File: src/rtl/lpc_pkg.sv
`default_nettype none
// +----------------------------------------------------------------------+
// | lpc_pkg : state encoding and LAD code points shared by the LPC host  |
// | Rev 1.0                                                              |
// +----------------------------------------------------------------------+
package lpc_pkg;

    typedef enum logic [4:0] {
        ST_IDLE     = 5'd0,
        ST_START    = 5'd1,
        ST_CYCTYPE  = 5'd2,
        ST_ADDR0    = 5'd3,
        ST_ADDR1    = 5'd4,
        ST_ADDR2    = 5'd5,
        ST_ADDR3    = 5'd6,
        ST_WDATA0   = 5'd7,
        ST_WDATA1   = 5'd8,
        ST_HTAR0    = 5'd9,
        ST_HTAR1    = 5'd10,
        ST_SYNC     = 5'd11,
        ST_RDATA0   = 5'd12,
        ST_RDATA1   = 5'd13,
        ST_PTAR0    = 5'd14,
        ST_PTAR1    = 5'd15,
        ST_ABORT    = 5'd16,
        ST_ABORTREL = 5'd17
    } lpcState_t;

    localparam logic [3:0] c_LAD_START      = 4'b0000;
    localparam logic [3:0] c_LAD_TAR        = 4'b1111;

    localparam logic [3:0] c_CYC_IO_READ    = 4'b0000;
    localparam logic [3:0] c_CYC_IO_WRITE   = 4'b0010;

    localparam logic [3:0] c_SYNC_READY     = 4'b0000;
    localparam logic [3:0] c_SYNC_SHORT     = 4'b0101;
    localparam logic [3:0] c_SYNC_LONG      = 4'b0110;
    localparam logic [3:0] c_SYNC_ERROR     = 4'b1010;
    localparam logic [3:0] c_SYNC_NORESP    = 4'b1111;

    localparam logic [1:0] c_STATUS_OK      = 2'b00;
    localparam logic [1:0] c_STATUS_SYNCERR = 2'b01;
    localparam logic [1:0] c_STATUS_TIMEOUT = 2'b10;

endpackage
`default_nettype wire

File: src/rtl/lpc_sync_timer.sv
`default_nettype none
// +----------------------------------------------------------------------+
// | lpc_sync_timer : counts short-wait / no-response SYNC cycles         |
// | Rev 1.0                                                              |
// +----------------------------------------------------------------------+
module lpc_sync_timer #(
    parameter int SYNC_TIMEOUT = 8
) (
    input  logic LpcClock,
    input  logic PciReset,
    input  logic clear,
    input  logic inc,
    input  logic hold,
    output logic expired
);

    logic [7:0] r_count;

    always_ff @(posedge LpcClock or negedge PciReset) begin
        if (!PciReset) begin
            r_count <= 8'd0;
        end else if (clear) begin
            r_count <= 8'd0;
        end else if (hold) begin
            r_count <= r_count;
        end else if (inc) begin
            r_count <= r_count + 8'd1;
        end
    end

    // Asserted when the next increment reaches the limit, so the host aborts
    // on exactly the SYNC_TIMEOUT-th counted cycle.
    assign expired = (r_count == 8'(SYNC_TIMEOUT - 1));

endmodule
`default_nettype wire

File: src/rtl/lpc_host_io.sv
`default_nettype none
// +----------------------------------------------------------------------+
// | lpc_host_io : LPC host master for single-byte I/O read/write cycles  |
// | Rev 1.0                                                              |
// +----------------------------------------------------------------------+
module lpc_host_io
    import lpc_pkg::*;
#(
    parameter int SYNC_TIMEOUT = 8,
    parameter int ABORT_CYCLES = 4
) (
    input  logic        LpcClock,
    input  logic        PciReset,
    input  logic        ReqValid,
    output logic        ReqReady,
    input  logic        ReqWrite,
    input  logic [15:0] ReqAddr,
    input  logic [7:0]  ReqWData,
    output logic        RspValid,
    output logic [7:0]  RspRData,
    output logic [1:0]  RspStatus,
    output logic        LFrameN,
    output logic [3:0]  LadOut,
    output logic        LadOe,
    input  logic [3:0]  LadIn
);

    lpcState_t   r_state;
    lpcState_t   w_nextState;
    logic        r_pending;
    logic        r_write;
    logic [15:0] r_addr;
    logic [7:0]  r_wdata;
    logic [7:0]  r_rdata;
    logic [1:0]  r_status;
    logic [15:0] r_abortCnt;

    logic        w_accept;
    logic        w_timerClear;
    logic        w_timerInc;
    logic        w_timerHold;
    logic        w_timerExpired;
    logic        w_statusSet;
    logic [1:0]  w_statusVal;
    logic        w_complete;
    logic        w_frameN;
    logic        w_oe;
    logic [3:0]  w_lad;

    assign w_accept     = ReqValid && ReqReady;
    assign w_timerClear = (r_state == ST_HTAR1);

    lpc_sync_timer #(
        .SYNC_TIMEOUT (SYNC_TIMEOUT)
    ) u_syncTimer (
        .LpcClock (LpcClock),
        .PciReset (PciReset),
        .clear    (w_timerClear),
        .inc      (w_timerInc),
        .hold     (w_timerHold),
        .expired  (w_timerExpired)
    );

    always_ff @(posedge LpcClock or negedge PciReset) begin
        if (!PciReset) begin
            r_state <= ST_IDLE;
        end else begin
            r_state <= w_nextState;
        end
    end

    always_comb begin
        w_nextState = r_state;
        w_timerInc  = 1'b0;
        w_timerHold = 1'b0;
        w_statusSet = 1'b0;
        w_statusVal = c_STATUS_OK;
        w_complete  = 1'b0;
        unique case (r_state)
            ST_IDLE:     if (r_pending) w_nextState = ST_START;
            ST_START:    w_nextState = ST_CYCTYPE;
            ST_CYCTYPE:  w_nextState = ST_ADDR0;
            ST_ADDR0:    w_nextState = ST_ADDR1;
            ST_ADDR1:    w_nextState = ST_ADDR2;
            ST_ADDR2:    w_nextState = ST_ADDR3;
            ST_ADDR3:    w_nextState = r_write ? ST_WDATA0 : ST_HTAR0;
            ST_WDATA0:   w_nextState = ST_WDATA1;
            ST_WDATA1:   w_nextState = ST_HTAR0;
            ST_HTAR0:    w_nextState = ST_HTAR1;
            ST_HTAR1:    w_nextState = ST_SYNC;
            ST_SYNC: begin
                case (LadIn)
                    c_SYNC_READY: begin
                        w_nextState = r_write ? ST_PTAR0 : ST_RDATA0;
                    end
                    // Error SYNC still completes the data phase on reads.
                    c_SYNC_ERROR: begin
                        w_statusSet = 1'b1;
                        w_statusVal = c_STATUS_SYNCERR;
                        w_nextState = r_write ? ST_PTAR0 : ST_RDATA0;
                    end
                    c_SYNC_SHORT, c_SYNC_NORESP: begin
                        w_timerInc = 1'b1;
                        if (w_timerExpired) begin
                            w_statusSet = 1'b1;
                            w_statusVal = c_STATUS_TIMEOUT;
                            w_nextState = ST_ABORT;
                        end
                    end
                    c_SYNC_LONG: begin
                        w_timerHold = 1'b1;
                    end
                    default: begin
                        w_statusSet = 1'b1;
                        w_statusVal = c_STATUS_SYNCERR;
                        w_nextState = ST_PTAR0;
                    end
                endcase
            end
            ST_RDATA0:   w_nextState = ST_RDATA1;
            ST_RDATA1:   w_nextState = ST_PTAR0;
            ST_PTAR0:    w_nextState = ST_PTAR1;
            ST_PTAR1: begin
                w_nextState = ST_IDLE;
                w_complete  = 1'b1;
            end
            ST_ABORT: begin
                if (r_abortCnt == 16'(ABORT_CYCLES - 1)) w_nextState = ST_ABORTREL;
            end
            ST_ABORTREL: begin
                w_nextState = ST_IDLE;
                w_complete  = 1'b1;
            end
            default:     w_nextState = ST_IDLE;
        endcase
    end

    // Bus pins are registered from the next state so they line up with r_state.
    always_comb begin
        w_frameN = 1'b1;
        w_oe     = 1'b0;
        w_lad    = c_LAD_TAR;
        unique case (w_nextState)
            ST_START: begin
                w_frameN = 1'b0;
                w_oe     = 1'b1;
                w_lad    = c_LAD_START;
            end
            ST_CYCTYPE: begin
                w_oe  = 1'b1;
                w_lad = r_write ? c_CYC_IO_WRITE : c_CYC_IO_READ;
            end
            ST_ADDR0:  begin w_oe = 1'b1; w_lad = r_addr[15:12]; end
            ST_ADDR1:  begin w_oe = 1'b1; w_lad = r_addr[11:8];  end
            ST_ADDR2:  begin w_oe = 1'b1; w_lad = r_addr[7:4];   end
            ST_ADDR3:  begin w_oe = 1'b1; w_lad = r_addr[3:0];   end
            ST_WDATA0: begin w_oe = 1'b1; w_lad = r_wdata[3:0];  end
            ST_WDATA1: begin w_oe = 1'b1; w_lad = r_wdata[7:4];  end
            ST_HTAR0:  begin w_oe = 1'b1; w_lad = c_LAD_TAR;     end
            ST_ABORT: begin
                w_frameN = 1'b0;
                w_oe     = 1'b1;
                w_lad    = c_LAD_TAR;
            end
            default: begin
                w_frameN = 1'b1;
                w_oe     = 1'b0;
                w_lad    = c_LAD_TAR;
            end
        endcase
    end

    always_ff @(posedge LpcClock or negedge PciReset) begin
        if (!PciReset) begin
            r_pending  <= 1'b0;
            r_write    <= 1'b0;
            r_addr     <= 16'h0000;
            r_wdata    <= 8'h00;
            r_rdata    <= 8'h00;
            r_status   <= c_STATUS_OK;
            r_abortCnt <= 16'd0;
            ReqReady   <= 1'b0;
            RspValid   <= 1'b0;
            RspStatus  <= c_STATUS_OK;
            RspRData   <= 8'h00;
            LFrameN    <= 1'b1;
            LadOe      <= 1'b0;
            LadOut     <= c_LAD_TAR;
        end else begin
            r_pending <= w_accept;
            if (w_accept) begin
                r_write  <= ReqWrite;
                r_addr   <= ReqAddr;
                r_wdata  <= ReqWData;
                r_rdata  <= 8'h00;
                r_status <= c_STATUS_OK;
            end
            if (r_state == ST_RDATA0) r_rdata[3:0] <= LadIn;
            if (r_state == ST_RDATA1) r_rdata[7:4] <= LadIn;
            if (w_statusSet) r_status <= w_statusVal;
            r_abortCnt <= (r_state == ST_ABORT) ? r_abortCnt + 16'd1 : 16'd0;

            ReqReady <= (w_nextState == ST_IDLE) && !w_accept;
            LFrameN  <= w_frameN;
            LadOe    <= w_oe;
            LadOut   <= w_lad;
            RspValid <= w_complete;
            if (w_complete) begin
                RspStatus <= r_status;
                RspRData  <= r_rdata;
            end
        end
    end

endmodule
`default_nettype wire
File: config.mk
export PLATFORM = sky130hd
export DESIGN_NAME = lpc_host_io
export DESIGN_NICKNAME = d
export VERILOG_FILES = /design/src/rtl/lpc_pkg.sv /design/src/rtl/lpc_sync_timer.sv /design/src/rtl/lpc_host_io.sv
export SDC_FILE = /design/constraint.sdc
export NUM_CORES = 1
export LEC_CHECK = 0
export CAP_MARGIN = 20
export CORE_ASPECT_RATIO = 1.75
export CORE_UTILIZATION = 50
export CTS_BUF_LIST = sky130_fd_sc_hd__clkbuf_4 sky130_fd_sc_hd__clkbuf_8
export DETAILED_ROUTE_END_ITERATION = 8
export HOLD_SLACK_MARGIN = 0.1
export PLACE_DENSITY = 0.77
export SLEW_MARGIN = 15
export SYNTH_ARGS = -nofsm -noshare
export SYNTH_HDL_FRONTEND = slang
export SYNTH_SLANG_ARGS = --single-unit
File: constraint.sdc
create_clock -name LpcClock -period 1.7 [get_ports LpcClock]
set_input_delay 0.17 -clock LpcClock [delete_from_list [all_inputs] [get_ports LpcClock]]
set_output_delay 0.17 -clock LpcClock [all_outputs]
set_load 0.01 [all_outputs]
======== Word-level counts from Yosys, hierarchy flattened ========
Cells that the tools add are included.
operators by class
  add/subtract/negate cells ............... 2
  equality and inequality tests ........... 34
  muxes and demuxes ....................... 31
  reductions and logical operators ........ 17
operator list
  operator                                               count
  case mux 5 bit (16 select lines)                       1
  equality test 5 x 4 -> 1 bit (second input constant)   10
  equality test 5 x 3 -> 1 bit (second input constant)   8
  two-way mux 8 bit                                      4
  case mux 4 bit (8 select lines)                        1
  equality test 5 x 2 -> 1 bit (second input constant)   4
  adder 16 x 1 -> 16 bit (second input constant)         1
  equality test 16 x 2 -> 1 bit (second input constant)  1
  two-way mux 16 bit                                     1
  equality test 5 bit (second input constant)            3
  two-way mux 5 bit                                      3
  case mux 5 bit (3 select lines)                        1
  two-way mux 2 bit                                      6
  two-way mux 4 bit                                      3
  equality test 5 x 1 -> 1 bit (second input constant)   2
  logical NOT 5 bit                                      2
  OR reduction 10 bit                                    1
  OR reduction 2 bit                                     5
  two-way mux 1 bit                                      9
  adder 8 x 1 -> 8 bit (second input constant)           1
  equality test 4 x 3 -> 1 bit (second input constant)   2
  equality test 4 bit (second input constant)            2
  equality test 8 x 3 -> 1 bit (second input constant)   1
  nonzero test 2 bit                                     4
  other kinds (7)                                        8
word-level totals
  flip-flop bits (word level) ............. 83
  bits of input ports ..................... 32
  logic and storage cells ................. 101

======== Logic depth before layout (Yosys ltp) ========
  depth after elaboration ................. 7
  depth in mapped cells ................... 7

======== Cells and area by module ========
A second synthesis with hierarchy kept.
unflattened totals
  cells, all modules ...................... 361
  area total of the unflattened synthesis .. 3965.1 um2
modules (own cells, without submodules)
  module          instances  cells an instance  area an instance (um2)  seq. area each (um2)
  lpc_host_io     1          321                3544.6                  1883.1
  lpc_sync_timer  1          40                 420.4                   200.2

======== Worst setup path after synthesis ========
No wires, ideal clock.
  path type ............................... register -> register
  from .................................... register r_state[2]
  to ...................................... register LadOe
  data arrival time ....................... 1.743 ns
  data required time ...................... 1.596 ns
  slack ................................... -0.147 ns
  stages on the path, launching flop included .. 6
  buffers on the path ..................... 0
  clock period less this slack ............ 1.847 ns
  path through ............................ dfrtp_1 -> or3b_4 -> or2_4 -> o31ai_4 -> or3b_1 -> o311ai_1
RTL lines
  item                                                  RTL line            text
  from (decl)                                           lpc_host_io.sv:28   lpcState_t r_state;
  from (signal assigned)                                lpc_host_io.sv:68   r_state <= w_nextState;
  equality test 5 bit (tied with other cells)           lpc_host_io.sv:79   unique case (r_state)
  case mux 5 bit (16 select lines) (*)                  lpc_host_io.sv:79
  named net w_nextState[4]                              lpc_host_io.sv:29   lpcState_t w_nextState;
  equality test 5 x 4 -> 1 bit (tied with other cells)  lpc_host_io.sv:143  unique case (w_nextState)
  OR reduction 10 bit (no line) (*)                     n/a
  two-way mux 1 bit (*)                                 lpc_host_io.sv:143
  named net w_oe                                        lpc_host_io.sv:47   logic w_oe;
  to (signal assigned)                                  lpc_host_io.sv:205  LadOe <= w_oe;
  to (decl)                                             lpc_host_io.sv:24   output logic LadOe,
The timed path passes the listed nets; every way through them passes the cells marked *.
A chain may end at the register's enable or synchronous reset.

======== Worst setup path in the final report ========
  from .................................... register r_state[4]
  to ...................................... register LadOe
between the ends
  cells in the longest elaborated chain, start to end .. 6
RTL lines
  item                                                  RTL line            text
  two-way mux 5 bit                                     lpc_host_io.sv:104  if (w_timerExpired) begin
  case mux 5 bit (3 select lines)                       lpc_host_io.sv:92   case (LadIn)
  case mux 5 bit (16 select lines) (*)                  lpc_host_io.sv:79
  named net w_nextState[4]                              lpc_host_io.sv:29
  equality test 5 x 4 -> 1 bit (tied with other cells)  lpc_host_io.sv:143
  OR reduction 10 bit (no line) (*)                     n/a
  two-way mux 1 bit (*)                                 lpc_host_io.sv:143
  named net w_oe                                        lpc_host_io.sv:47
Marked as above.

==> impl_metrics.py <==
metrics = {
    "place": {
        "dp_hpwl_um": 6000,
        "io_buffers": 49,
        "dp.cells": 529,
        "place_congestion": 0.882,
        "placed_area_um2": 4900,
    },
    "timing": {
        "slew_headroom_pct": 69.1,
        "grt_setup_unrepaired": "true",
        "fmax_mhz": 554,
        "finalSetupViolCount": 9,
        "setup_slack_ps": -107,
        "slew_viol_final": 0,
        "hold_slack_ps": 192,
        "finalCritPeriodShare_pct": 106,
        "tightestPinTransition_ps": 458,
        "hold_viol": 0,
        "fin_crit_ps": 1810,
        "fin_skew_ps": 7.31,
    },
    "clocking": {
        "clock_sinks": 83,
        "cts_root_buffer": "clkbuf_8",
        "clk_latency_ps": 350,
        "path_clk_slew_ps": 80,
        "htreeDepth": 3,
        "cts_tree": "built",
        "numCtsBuffers": 9,
        "clockBufferDepth": 2,
    },
    "floorplanning": {
        "rows": 42,
        "die_h_um": 119,
        "core_area_um2": 7510,
        "io_pins": 50,
        "die_x_um": 68.6,
        "initial_core_util_pct": 51.7,
        "die_area_um2": 8140,
    },
    "logic_synthesis": {
        "synth.most_common_cell": "dfrtp_1",
        "synth.avg_cell_area_um2": 11.1,
        "synth.cells.most_frequent": "78 x dfrtp_1, 38 x nand2_1, 37 x mux2_2",
        "synthSimpleGateAreaFrac_pct": 18.1,
        "synth_top_family_by_area": "simple AND/OR/NAND/NOR gates",
        "synthAdderAreaFrac_pct": 0.645,
        "synth_compound_area_share_pct": 9.22,
        "ys_seq_area_share_pct": 53.7,
        "yosysTopAreaCell": "dfrtp_1",
        "synthTopCellsByArea": "dfrtp_1 50%, mux2_2 11%, nand2_1 3.7%",
        "yosys_register_bits": 83,
        "synth_mux_area_share_pct": 11.8,
        "synth_flop_cell": "dfrtp_1",
        "yosys_warnings": 0,
        "syn-num-nets": 384,
        "synth-async-reset-ratio_pct": 100,
        "synth.cell_area_um2": 3880,
        "synth_cell_types": 59,
        "synth_xor_area_share_pct": 4.29,
        "synth_top_area_share_pct": 50.3,
        "netlist_instances": 350,
        "synth-edff-count": 0,
    },
    "power": {
        "power_w": 0.00727,
        "power_frac_comb_pct": 41.2,
        "p_clk_share_pct": 18.1,
        "leakage_nw": 2.31,
        "powerDensity_nw_per_um2": 1380,
        "power.internal_w": 0.00493,
        "ir_drop_v": 0.000939,
        "switchingPower_w": 0.00233,
        "power_frac_seq_pct": 40.7,
        "netSwitchingFraction_pct": 32.1,
    },
    "detailed_routing": {
        "viasPerCell": 5.62,
        "drt-initial-drc-count": 181,
        "routed_wirelength_um": 8660,
        "top_layer_used": "met4",
        "drtPass1Iterations": 6,
        "routedLengthMet1_um": 3470,
        "drc_errors": 0,
        "wl_met2_um": 4760,
        "routed-wl-met3_um": 256,
        "num_vias": 3091,
        "drtAntennaViolNets": 0,
        "wl_per_cell_um": 15.7,
    },
    "critical_path": {
        "crit_path_top_delay_cell": "or3b_4",
        "worst-path-max-fanout": 4,
        "arrival_ps": 2060,
        "cp_top_family": "simple AND/OR/NAND/NOR gates",
        "crit_chain": "or3b_4, or2_4, o31ai_4, or3b_1, o311ai_1",
        "cp-end-kind": "flip-flop",
        "crit_required_ps": 1960,
        "cp-start-kind": "flip-flop",
        "worst-path-buf-inv": 0,
        "cpPeakStageDelay_ps": 410,
        "critPathKind": "flip-flop to flip-flop",
    },
    "status": {
        "status": "complete, but fails checks",
        "violations": "setup timing",
    },
    "global_route": {
        "grt_pass1_wl_um": 14200,
        "first_global_vias": 3101,
        "grt_max_degree": 48,
        "antenna_found_initial": 0,
        "grtUsageTotal_pct": 23.3,
        "grt_overflow_total": 0,
    },
    "final_layout": {
        "layout.nets": 491,
        "final_cell_area_um2": 5260,
        "nFillCells": 543,
        "post_route_cells_drive_above_1_share_pct": 32.9,
        "n_antenna_cell": 0,
        "instances_no_fill": 550,
        "area_delta_synth_final_pct": 35.5,
    },
    "worst_hold_path": {
        "hold_path.class": "input port to async pin",
    },
    "flow_run": {
        "drv_cap": 0,
    },
}
## what timing repair did
| item | in CTS | in global routing |
|---|---|---|
| hold endpoints to repair | 78 | 0 |
| setup buffers | 1 | 3 |
| pin swaps | 4 | 10 |
| hold buffers | 1 | 0 |
| resized for setup | 10 | 24 |
| endpoints found under the setup margin | 15 | 32 |
## flip-flops by register name (all words and copies together) (netlist names), 2 cells and up
register / cells
r_rdata: 8
r_status: 2
r_addr: 16
r_abortCnt: 16
RspRData: 8
u_syncTimer.r_count: 8
r_state: 5
LadOut: 4
r_wdata: 8
RspStatus: 2
## worst register-to-register path: stages (launching register included)
cell      delay [ps]
dfrtp_1          390
or3b_4           410
or2_4            270
o31ai_4          190
or3b_1           360
o311ai_1          90
## layer usage
metal,up-vias,track usage [%]
met5,-,0
met4,0,9.38
met3,20,5.12
met2,77,39.0
met1,1535,28.0
li1,1459,-
## final cells by class
class	instances	area (um^2)	area share, %
flip-flops and latches	83	2080	39.6
multi-input cells	244	1840	34.9
repair buffers	111	1020	19.3
clock buffers	14	174	3.30
well taps	88	110	2.09
inverters	8	30.0	0.571
clock inverters	2	12.5	0.238
## per-stage QoR
step                      setup WS [ps]  utilization [%]  TNS, ps
after floorplan                   -68.1                -    -68.1
after global placement             -320             65.2    -2510
after detailed placement           -369             65.2    -3070
after CTS                          -120             68.4     -651
after global routing               -174             70.0    -2740
final                              -107             70.0     -599
## placed cells by master (no fill, tap or decap), types with 3 or more instances in the layout
cell	Yosys	layout
dfrtp_1	78	77
buf_4	0	56
clkdlybuf4s50_1	0	47
nand2_1	38	37
mux2_2	37	35
nor2_1	28	25
o21ai_0	14	12
xor2_1	12	12
clkbuf_8	0	11
nand3_1	9	8
nand4_1	7	7
inv_1	7	7
xnor2_1	7	7
nor3_1	9	6
dfstp_2	5	5
nor4_1	7	5
nand2b_1	5	5
mux2i_1	4	4
and3_1	5	4
buf_12	0	4
nor2_2	0	3
a31oi_1	3	3
a22o_1	3	3
nor3_2	0	3
a211o_1	3	3
or3_1	5	3
clkbuf_4	0	3
## final timing paths
kind	endpoint	cells past startpoint	startpoint	slack (ps)
worst min register to register	r_wdata[7]	1	r_wdata[7]	510
worst min-delay path	r_abortCnt[5]	2	PciReset	190
worst max register to register	LadOe	5	r_state[4]	-110
min in group LpcClock	r_rdata[4]	3	LadIn[0]	220
max in group asynchronous	LadOut[1]	3	PciReset	890
worst max-delay path	LadOe	5	r_state[4]	-110
## cells by family (layout without fill, tap and decap cells)
logic type,Yosys count,after routing
adders and majority gates,2,2
DFF,83,83
xor gates and xnor gates,19,19
muxes,41,41
AOI/OAI and AO/OA,48,48
and+or+nand+nor,134,134
buffers and inverters,23,135
## power by group through the flow
stage	Combinational [W]	Clock (W)	Sequential, W
final	0.00299	0.00132	0.00296
after global routing	0.00326	0.00144	0.00303
after CTS	0.00289	0.00135	0.00293
after detailed placement	0.00280	0	0.00296
after global placement	0.00273	0	0.00294
after floorplan	0.00161	0	0.00295
(Power assumes the default switching activity.)
